`config.mk`:
```
export PLATFORM = sky130hd
export DESIGN_NAME = ddc_sym_fir15
export DESIGN_NICKNAME = d
export VERILOG_FILES = /design/src/rtl/ddc_fir_pkg.sv /design/src/rtl/ddc_fir_mac.sv /design/src/rtl/ddc_sym_fir15.sv
export SDC_FILE = /design/constraint.sdc
export NUM_CORES = 2
export LEC_CHECK = 0
export ABC_AREA = 1
export ABC_CLOCK_PERIOD_IN_PS = 22100
export BUFFER_PORTS_ARGS = -buffer_cell sky130_fd_sc_hd__buf_2
export CAP_MARGIN = 30
export CORE_ASPECT_RATIO = 0.7
export CORE_MARGIN = 4
export CORE_UTILIZATION = 65
export CTS_CLUSTER_SIZE = 16
export DETAILED_ROUTE_END_ITERATION = 8
export GPL_TIMING_DRIVEN = 0
export PLACE_DENSITY = 0.85
export SLEW_MARGIN = 15
export SYNTH_ARGS = -nofsm -noshare
export SYNTH_HDL_FRONTEND = slang
export SYNTH_HIERARCHICAL = 1
export SYNTH_SLANG_ARGS = --single-unit
```
`constraint.sdc`:
```
create_clock -name clk -period 22.1 [get_ports clk]
set_clock_uncertainty 0.15 [all_clocks]
set_input_delay 1.105 -clock clk [delete_from_list [all_inputs] [get_ports clk]]
set_output_delay 1.105 -clock clk [all_outputs]
set_load 0.1 [all_outputs]
```
`src/rtl/ddc_fir_pkg.sv`:
```
// ddc_fir_pkg: shared constants and FSM states for the DDC 15-tap symmetric FIR.
// Consumed by ddc_sym_fir15 and its per-channel datapath ddc_fir_mac.
package ddc_fir_pkg;

    localparam int NUM_TAPS       = 15;
    localparam int NUM_UNIQUE     = 8;
    localparam int CENTER_IDX     = 7;
    localparam int COEF_FRAC_BITS = 15;
    localparam int ROUND_CONST    = 2 ** (COEF_FRAC_BITS - 1);

    // Eight products of IN+COEF+1 bits; three guard bits keep the sum from wrapping
    function automatic int accWidth(input int inWidth, input int coefWidth);
        return inWidth + coefWidth + 4;
    endfunction

    typedef enum logic [1:0] {
        IDLE,
        MAC,
        ROUND
    } firState_t;

endpackage

```
`src/rtl/ddc_fir_mac.sv`:
```
// ddc_fir_mac: one channel of pre-add, multiply, accumulate and round/saturate.
// Sequencing (tap selection, clear, enable) is owned by the parent.
module ddc_fir_mac
    import ddc_fir_pkg::*;
#(
    parameter int IN_WIDTH   = 18,
    parameter int COEF_WIDTH = 16
) (
    input  logic                         clk,
    input  logic                         reset,
    input  logic                         clear,
    input  logic                         accEn,
    input  logic signed [IN_WIDTH-1:0]   tapA,
    input  logic signed [IN_WIDTH-1:0]   tapB,
    input  logic signed [COEF_WIDTH-1:0] coef,
    output logic signed [IN_WIDTH-1:0]   result
);

    localparam int PROD_WIDTH = IN_WIDTH + COEF_WIDTH + 1;
    localparam int ACC_WIDTH  = accWidth(IN_WIDTH, COEF_WIDTH);

    localparam logic signed [ACC_WIDTH:0] SAT_MAX =
        (ACC_WIDTH + 1)'((2 ** (IN_WIDTH - 1)) - 1);
    localparam logic signed [ACC_WIDTH:0] SAT_MIN = ~SAT_MAX;

    logic signed [IN_WIDTH:0]     preAdd;
    logic signed [PROD_WIDTH-1:0] product;
    logic signed [ACC_WIDTH-1:0]  acc;
    logic signed [ACC_WIDTH:0]    rounded;
    logic signed [ACC_WIDTH:0]    scaled;

    // Fold the symmetric tap pair, then one multiply per clock
    always_comb begin
        preAdd  = (IN_WIDTH + 1)'(tapA) + (IN_WIDTH + 1)'(tapB);
        product = PROD_WIDTH'(preAdd) * PROD_WIDTH'(coef);
    end

    // Cleared when a sample is accepted, one tap pair added per MAC cycle
    always_ff @(posedge clk) begin
        if (reset || clear) begin
            acc <= '0;
        end else if (accEn) begin
            acc <= acc + ACC_WIDTH'(product);
        end
    end

    // Round half up, drop the Q1.15 fraction, clamp to the sample range
    always_comb begin
        rounded = (ACC_WIDTH + 1)'(acc) + (ACC_WIDTH + 1)'(ROUND_CONST);
        scaled  = rounded >>> COEF_FRAC_BITS;
        if (scaled > SAT_MAX) begin
            result = SAT_MAX[IN_WIDTH-1:0];
        end else if (scaled < SAT_MIN) begin
            result = SAT_MIN[IN_WIDTH-1:0];
        end else begin
            result = scaled[IN_WIDTH-1:0];
        end
    end

endmodule

```
`src/rtl/ddc_sym_fir15.sv`:
```
// ddc_sym_fir15: I/Q 15-tap symmetric FIR, one time-multiplexed MAC per channel.
// Define DDC_FIR_BYPASS_EN to add a bypass port that outputs the centre tap.
module ddc_sym_fir15
    import ddc_fir_pkg::*;
#(
    parameter int IN_WIDTH   = 18,
    parameter int COEF_WIDTH = 16
) (
    input  logic                         clk,
    input  logic                         reset,
    input  logic                         clkEn,
`ifdef DDC_FIR_BYPASS_EN
    input  logic                         bypass,
`endif
    input  logic signed [IN_WIDTH-1:0]   iIn,
    input  logic signed [IN_WIDTH-1:0]   qIn,
    input  logic signed [COEF_WIDTH-1:0] c0,
    input  logic signed [COEF_WIDTH-1:0] c1,
    input  logic signed [COEF_WIDTH-1:0] c2,
    input  logic signed [COEF_WIDTH-1:0] c3,
    input  logic signed [COEF_WIDTH-1:0] c4,
    input  logic signed [COEF_WIDTH-1:0] c5,
    input  logic signed [COEF_WIDTH-1:0] c6,
    input  logic signed [COEF_WIDTH-1:0] c7,
    output logic signed [IN_WIDTH-1:0]   iOut,
    output logic signed [IN_WIDTH-1:0]   qOut,
    output logic                         outEn,
    output logic                         busy,
    output logic                         overrun
);

    typedef logic signed [IN_WIDTH-1:0] sample_t;

    firState_t state;
    firState_t stateNext;

    logic [2:0] idx;
    logic [3:0] nearIdx;
    logic [3:0] mirrorIdx;
    logic       accept;
    logic       lastTap;
    logic       bypassSel;

    sample_t xI [NUM_TAPS];
    sample_t xQ [NUM_TAPS];

    logic signed [COEF_WIDTH-1:0] coefR [NUM_UNIQUE];

    sample_t tapBI;
    sample_t tapBQ;
    sample_t macI;
    sample_t macQ;

    assign accept    = clkEn && (state == IDLE);
    assign busy      = (state != IDLE);
    assign lastTap   = (idx == 3'(CENTER_IDX));
    assign nearIdx   = {1'b0, idx};
    assign mirrorIdx = 4'(NUM_TAPS - 1) - nearIdx;

    // The centre tap has no mirror partner, so its pre-add input is zero
    assign tapBI = lastTap ? '0 : xI[mirrorIdx];
    assign tapBQ = lastTap ? '0 : xQ[mirrorIdx];

`ifdef DDC_FIR_BYPASS_EN
    logic bypassR;

    // Bypass choice travels with the sample it was accepted alongside
    always_ff @(posedge clk) begin
        if (reset) begin
            bypassR <= 1'b0;
        end else if (accept) begin
            bypassR <= bypass;
        end
    end

    assign bypassSel = bypassR;
`else
    assign bypassSel = 1'b0;
`endif

    // State register
    always_ff @(posedge clk) begin
        if (reset) begin
            state <= IDLE;
        end else begin
            state <= stateNext;
        end
    end

    // Next state: accept, walk the eight unique taps, then round
    always_comb begin
        stateNext = state;
        unique case (state)
            IDLE:    if (clkEn) stateNext = MAC;
            MAC:     if (lastTap) stateNext = ROUND;
            ROUND:   stateNext = IDLE;
            default: stateNext = IDLE;
        endcase
    end

    // Delay lines and coefficient snapshot move only on an accepted sample
    always_ff @(posedge clk) begin
        if (reset) begin
            for (int k = 0; k < NUM_TAPS; k++) begin
                xI[k] <= '0;
                xQ[k] <= '0;
            end
            for (int k = 0; k < NUM_UNIQUE; k++) begin
                coefR[k] <= '0;
            end
        end else if (accept) begin
            for (int k = NUM_TAPS - 1; k > 0; k--) begin
                xI[k] <= xI[k-1];
                xQ[k] <= xQ[k-1];
            end
            xI[0]    <= iIn;
            xQ[0]    <= qIn;
            coefR[0] <= c0;
            coefR[1] <= c1;
            coefR[2] <= c2;
            coefR[3] <= c3;
            coefR[4] <= c4;
            coefR[5] <= c5;
            coefR[6] <= c6;
            coefR[7] <= c7;
        end
    end

    // Tap counter, output registers, one-cycle outEn and sticky overrun
    always_ff @(posedge clk) begin
        if (reset) begin
            idx     <= '0;
            iOut    <= '0;
            qOut    <= '0;
            outEn   <= 1'b0;
            overrun <= 1'b0;
        end else begin
            outEn <= 1'b0;
            if (accept) begin
                idx <= '0;
            end else if (state == MAC) begin
                idx <= idx + 3'd1;
            end
            if (clkEn && busy) begin
                overrun <= 1'b1;
            end
            if (state == ROUND) begin
                iOut  <= bypassSel ? xI[CENTER_IDX] : macI;
                qOut  <= bypassSel ? xQ[CENTER_IDX] : macQ;
                outEn <= 1'b1;
            end
        end
    end

    ddc_fir_mac #(
        .IN_WIDTH   (IN_WIDTH),
        .COEF_WIDTH (COEF_WIDTH)
    ) uMacI (
        .clk    (clk),
        .reset  (reset),
        .clear  (accept),
        .accEn  (state == MAC),
        .tapA   (xI[nearIdx]),
        .tapB   (tapBI),
        .coef   (coefR[idx]),
        .result (macI)
    );

    ddc_fir_mac #(
        .IN_WIDTH   (IN_WIDTH),
        .COEF_WIDTH (COEF_WIDTH)
    ) uMacQ (
        .clk    (clk),
        .reset  (reset),
        .clear  (accept),
        .accEn  (state == MAC),
        .tapA   (xQ[nearIdx]),
        .tapB   (tapBQ),
        .coef   (coefR[idx]),
        .result (macQ)
    );

endmodule

```
### Word-level counts from Yosys, hierarchy flattened

Memory sizes are Yosys's and may differ from the RTL's. A register that Yosys moved wholly into a read port is not among the register bits.
Index checks and enable logic that the tools add are counted.

* $add $sub $neg: 8
* $mul: 2
* order comparisons: 4
* eq/ne operators: 5
* mux-type cells: 59
* bitwise operators: 38
* reduce and logical (&&, ||, !) cells: 7

Operator list (count)
* 18-bit two-way mux: 36
* 16-bit two-way mux: 8
* 38-bit by 16-bit adder with 39-bit output (second input constant): 2
* 38-bit by 35-bit adder with 38-bit output: 2
* 19-bit by 16-bit multiplier with 35-bit output: 2
* 24-bit by 18-bit greater-than comparator with 1-bit output (second input constant): 2
* 24-bit by 18-bit < comparator with 1-bit output (second input constant): 2
* 18-bit by 18-bit adder with 19-bit output: 2
* 1-bit OR: 38
* 4-bit two-way mux: 4
* 1-bit two-way mux: 6
* 3-bit two-way mux: 2
* 2-bit two-way mux: 2
* 2-bit != test (second input constant): 2
* 2-bit one-hot mux with 2 select lines: 1
* 4-bit by 3-bit subtractor with 4-bit output (first input constant): 1
* 3-bit by 1-bit adder with 3-bit output (second input constant): 1
* 3-bit equality test (second input constant): 1
* 2-bit by 1-bit equality test with 1-bit output (second input constant): 1
* 2-bit equality test (second input constant): 1
* 1-bit logical AND: 2
* 2-bit zero test: 1
* 2-bit AND reduction: 1
* 2-bit nonzero test: 1
* other kinds (2): 2

* bits in registers: 119
* bits in writable memories: 668
* word-level logic and storage cells: 134
* memories: 3

Memories
* xI: depth 15, bits a word 18, rd ports 16, clocked after memory_dff 1, wr ports 15, RTL line ddc_sym_fir15.sv:44 `sample_t xI [NUM_TAPS];`
* xQ: depth 15, bits a word 18, rd ports 16, clocked after memory_dff 1, wr ports 15, RTL line ddc_sym_fir15.sv:45 `sample_t xQ [NUM_TAPS];`
* coefR: depth 8, bits a word 16, rd ports 1, clocked after memory_dff 1, wr ports 8, RTL line ddc_sym_fir15.sv:47 `logic signed [COEF_WIDTH-1:0] coefR [NUM_UNIQUE];`

### Logic depth before layout (Yosys ltp)

* depth in word-level cells: 6
* mapped depth: 48
* gate-level depth less buffers: 46

### Modules after synthesis

Netlist, hierarchy kept.

By module, submodules not included
* ddc_sym_fir15: instances 1, cells each 4122, area an instance 35417.7 um^2, sequential area each 20980.1 um^2
* ddc_fir_mac (uMacI): instances 1, cells each 2263, area an instance 16826.1 um^2, sequential area each 760.7 um^2
* ddc_fir_mac (uMacQ): instances 1, cells each 2244, area an instance 16792.4 um^2, sequential area each 760.7 um^2

### Least setup slack after synthesis

Ideal clock, no wire load.

* path type: input -> register
* from: input reset
* to: memory coefR[0][0] (enable)
* data arrival time: 12.287 ns
* data required time: 17.221 ns
* path slack: 4.934 ns
* cell stages on the path: 4
* path buffers: 2
* cells stage by stage: buf_2 -> inv_2 -> buf_2 -> nand2_1

RTL lines
* start, declared: RTL line ddc_sym_fir15.sv:10 `input logic reset,`
* end, declared: RTL line ddc_sym_fir15.sv:47

### Worst setup path after layout

* from: register idx[0]
* to: register uMacQ.acc[36]

* longest elaborated chain between the ends: 6
* elaborated cells between the ends (all ways): 7
* those cells by class: add/sub (3); mul (1); eq/ne (1); mux (1); memory (1)

Ends and longest elaborated chain
* start, declared: RTL line ddc_sym_fir15.sv:37 `logic [2:0] idx;`
* start signal, assigned: RTL line ddc_sym_fir15.sv:142 `idx <= idx + 3'd1;`
* 4-bit by 3-bit subtractor with 4-bit output: RTL line ddc_sym_fir15.sv:58 `assign mirrorIdx = 4'(NUM_TAPS - 1) - nearIdx;`
* memory 15 x 18 bit
* 18-bit two-way mux (*): RTL line ddc_sym_fir15.sv:62 `assign tapBQ = lastTap ? '0 : xQ[mirrorIdx];`
* via tapBQ[3]: RTL line ddc_sym_fir15.sv:50 `sample_t tapBQ;`
* 18-bit by 18-bit adder with 19-bit output (*): RTL line ddc_fir_mac.sv:34 `preAdd = (IN_WIDTH + 1)'(tapA) + (IN_WIDTH + 1)'(tapB);`
* 19-bit by 16-bit multiplier with 35-bit output (*): RTL line ddc_fir_mac.sv:35 `product = PROD_WIDTH'(preAdd) * PROD_WIDTH'(coef);`
* 38-bit by 35-bit adder with 38-bit output (*): RTL line ddc_fir_mac.sv:43 `acc <= acc + ACC_WIDTH'(product);`
* end signal, assigned: RTL line ddc_fir_mac.sv:43
* end, declared: RTL line ddc_fir_mac.sv:28 `logic signed [ACC_WIDTH-1:0] acc;`

The timed path passes the listed nets; every way through them passes the cells marked *.
A chain may end at the register's enable or synchronous reset.

==> metrics.md <==
| Metric | Value |
|---|---|
| Most frequent cells after synthesis | 1956 x inv_1, 1514 x nand2_1, 1302 x nor2_1 |
| Number of global-route vias before repair | 59700 |
| Largest net degree at the start of global routing | 64 |
| Top post-synthesis cells by area | edfxtp_1 29%, fa_1 20%, inv_1 11% |
| Min Tclk post-route | 11.67 ns |
| Grt total ovfl | 0 |
| I/O pin count | 206 |
| CTS resizes | 0 |
| Synth Warn # | 6 |
| Die height | 281 um |
| Clk sink count | 790 |
| Hold Path End | uMacI/acc[2]$_SDFFE_PP0P_ |
| Worst Tran Pin Value | 1.19 ns |
| Fill count | 8347 |
| Port Buffers | 205 |
| CTS Hold Buffers Added | 0 |
| Final #Nets | 10100 |
| FF+latch area | 22500 um2 |
| Wirelength per Cell | 22.8 um |
| Asr flop ratio synth | 0% |
| Critical path origin | idx[0]$_SDFFE_PP0P_ |
| Worst path slowest cell | clkbuf_1 |
| Final wirelength | 238 mm |
| Number of max-cap violations | 0 |
| Mapped Nets | 9768 |
| CP Class | flop to flop |
| Total GRT Usage | 42.6% |
| Outcome | finished clean |
| Share of the synthesized area in the top cell type | 29.1% |
| HP Class | flop to flop |
| Flop2flop setup slack | 10.43 ns |
| Flops & latches, synth | 790 |
| Mapped Area | 69000 um2 |
| Slowest stage delay, CP | 0.79 ns |
| Final core occ | 71.5% |
| Unrepaired setup endpoints after global routing | no |
| Reg-to-reg endpoint | uMacQ/acc[36]$_SDFFE_PP0P_ |
| H-Tree Depth | 3 |
| DRC | 0 |
| Initial Utilization | 65.9% |
| Placeable core area | 105000 um2 |
| Data required, critical path | 22.53 ns |
| Max-slew violation count | 0 |
| Count of final hold-check violations | 0 |
| CTS buffer count | 80 |
| Cell count after synthesis | 8629 |
| Area leader, netlist | edfxtp_1 |
| DRT iter0 DRCs | 9493 |
| R2R cell count | 45 |
| Startpoint Class | flop |
| Layout cells sized above 1 | 6.45% |
| WHS Path Cells | 2 |
| Area growth, synth to finish | 8.54% |
| Via density | 5.91 |
| DR pass1 iterations | 7 |
| Slew HR | 20.4% |
| Register area share after synthesis | 32.6% |
| Max Freq | 85.7 MHz |
| Most common cell in the netlist | inv_1 |
| Post-synth EDFFs | 668 |
| Post-CTS Setup Inserts | 0 |
| Die width | 398 um |
| FP Rows | 99 |
| Avg Cell Area, Syn | 8.00 um2 |
| Final setup violation count | 0 |
| Antenna-violating nets left | 0 |
| CP Max Fanout | 10 |
| Most frequent CP cell | inv_1 |
| Clk pin slew, worst setup/hold paths | 0.07 ns |
| Multi-input logic area | 37400 um2 |
| Final HPWL DP | 189 mm |
| Placer congestion estimate | 1.07 |
| Launching point of the worst reg2reg path | idx[0]$_SDFFE_PP0P_ |
| Post-synth top flop | edfxtp_1 |
| Initial antenna violation count | 26 |
| Worst-Skew Late Latency | 0.71 ns |
| Fin crit share | 52.8% |
| Cell variety after synth | 53 |
| CTS tree | yes |
| Start point of the worst hold path | uMacI/acc[2]$_SDFFE_PP0P_ |
| Via count | 61700 |
| Die footprint | 112000 um2 |
| Longest Clk Path Bufs | 3 |
| Crit path DAT | 12.10 ns |
| Clk Tree Root Cell | clkbuf_16 |
| Crit. End Element | flop |
| Global-route wire length before repair | 356 mm |
-- metrics by stage --
step | setup TNS, ns | cell area, um2 | hold WS [ns] | cells | setup WS, ns
floorplan | 0 | 69000 | 0.295 | 8629 | 4.93
global placement | -1494.23 | 71800 | 0.301 | 10200 | -2.30
detailed placement | 0 | 72200 | 0.310 | 10300 | 11.08
CTS | 0 | 74900 | 0.321 | 10400 | 11.02
global route | 0 | 74900 | 0.333 | 10400 | 10.07
finish | 0 | 74900 | 0.321 | 10400 | 10.43
-- logic make-up after synthesis --
family          count (synthesis)  synth area share [%]
flops                         790                  32.6
fa+ha+maj                     972                  25.2
buf+inv                      2358                  13.2
compound gates                933                  7.31
xor+xnor                       99                  1.26
simple gates                 3477                  20.4
-- routing by layer --
metal  track usage [%]  part of all wire, %
met1              59.0                   38
met5                 0                 0.10
met2              58.0                   39
met4              15.0                  4.1
met3              21.0                   18
-- worst max-delay path: cells and delay by family, from the launching register on --
family | cells | cell delay, ns
flops | 1 | 0.33
buf+inv | 14 | 3.23
simple gates | 19 | 3.01
fa+ha+maj | 10 | 4.13
compound gates | 2 | 0.65
-- registers in the layout (all words and copies together), names as in the netlist, named ones only --
signal,cells
overrun,1
iOut,18
uMacQ/acc,38
uMacI/acc,38
outEn,1
state,2
xI,270
xQ,270
idx,3
coefR,128
qOut,18
-- layout by cell type (no fill, tap or decap), drive strengths merged, types with 30 or more instances in the layout --
cell    count
nand4      30
edfxtp    668
fa        700
o22ai      32
clkbuf    269
o21a       41
dfxtp     122
a21oi     413
clkinv     47
o21ai     362
nor2     1309
nor3       36
xor2       70
ha        272
a21o       30
nand2    1524
inv      1973
buf       426
nand3     542
-- worst max path at each step --
| stage | end | slack (ns) | cells after the start |
|---|---|---|---|
| 2_1_floorplan | coefR[0][0]$_SDFFCE_PN0P_ | 4.93 | 4 |
| 3_3_place_gp | xI[3][8]$_SDFFCE_PN0P_ | -2.30 | 5 |
| 3_5_place_dp | uMacQ/acc[36]$_SDFFE_PP0P_ | 11.08 | 40 |
| 4_1_cts | uMacQ/acc[36]$_SDFFE_PP0P_ | 11.02 | 41 |
| 5_1_grt | uMacQ/acc[36]$_SDFFE_PP0P_ | 10.07 | 46 |
| 6_report | uMacQ/acc[36]$_SDFFE_PP0P_ | 10.43 | 45 |
-- cell type report --
class | count | area share (%)
clock buffers | 95 | 2.82
flip-flops and latches | 790 | 30.0
well taps | 1414 | 2.36
inverters | 1980 | 9.92
clock inverters | 51 | 0.766
repair buffers | 222 | 1.85
multi-input cells | 5481 | 49.9
diodes | 19 | 0.0635
plain buffers | 378 | 2.27
Power is left out: the tool's default activity adds up to more than one toggle a clock period on the data nets, which glitch-free logic cannot reach.
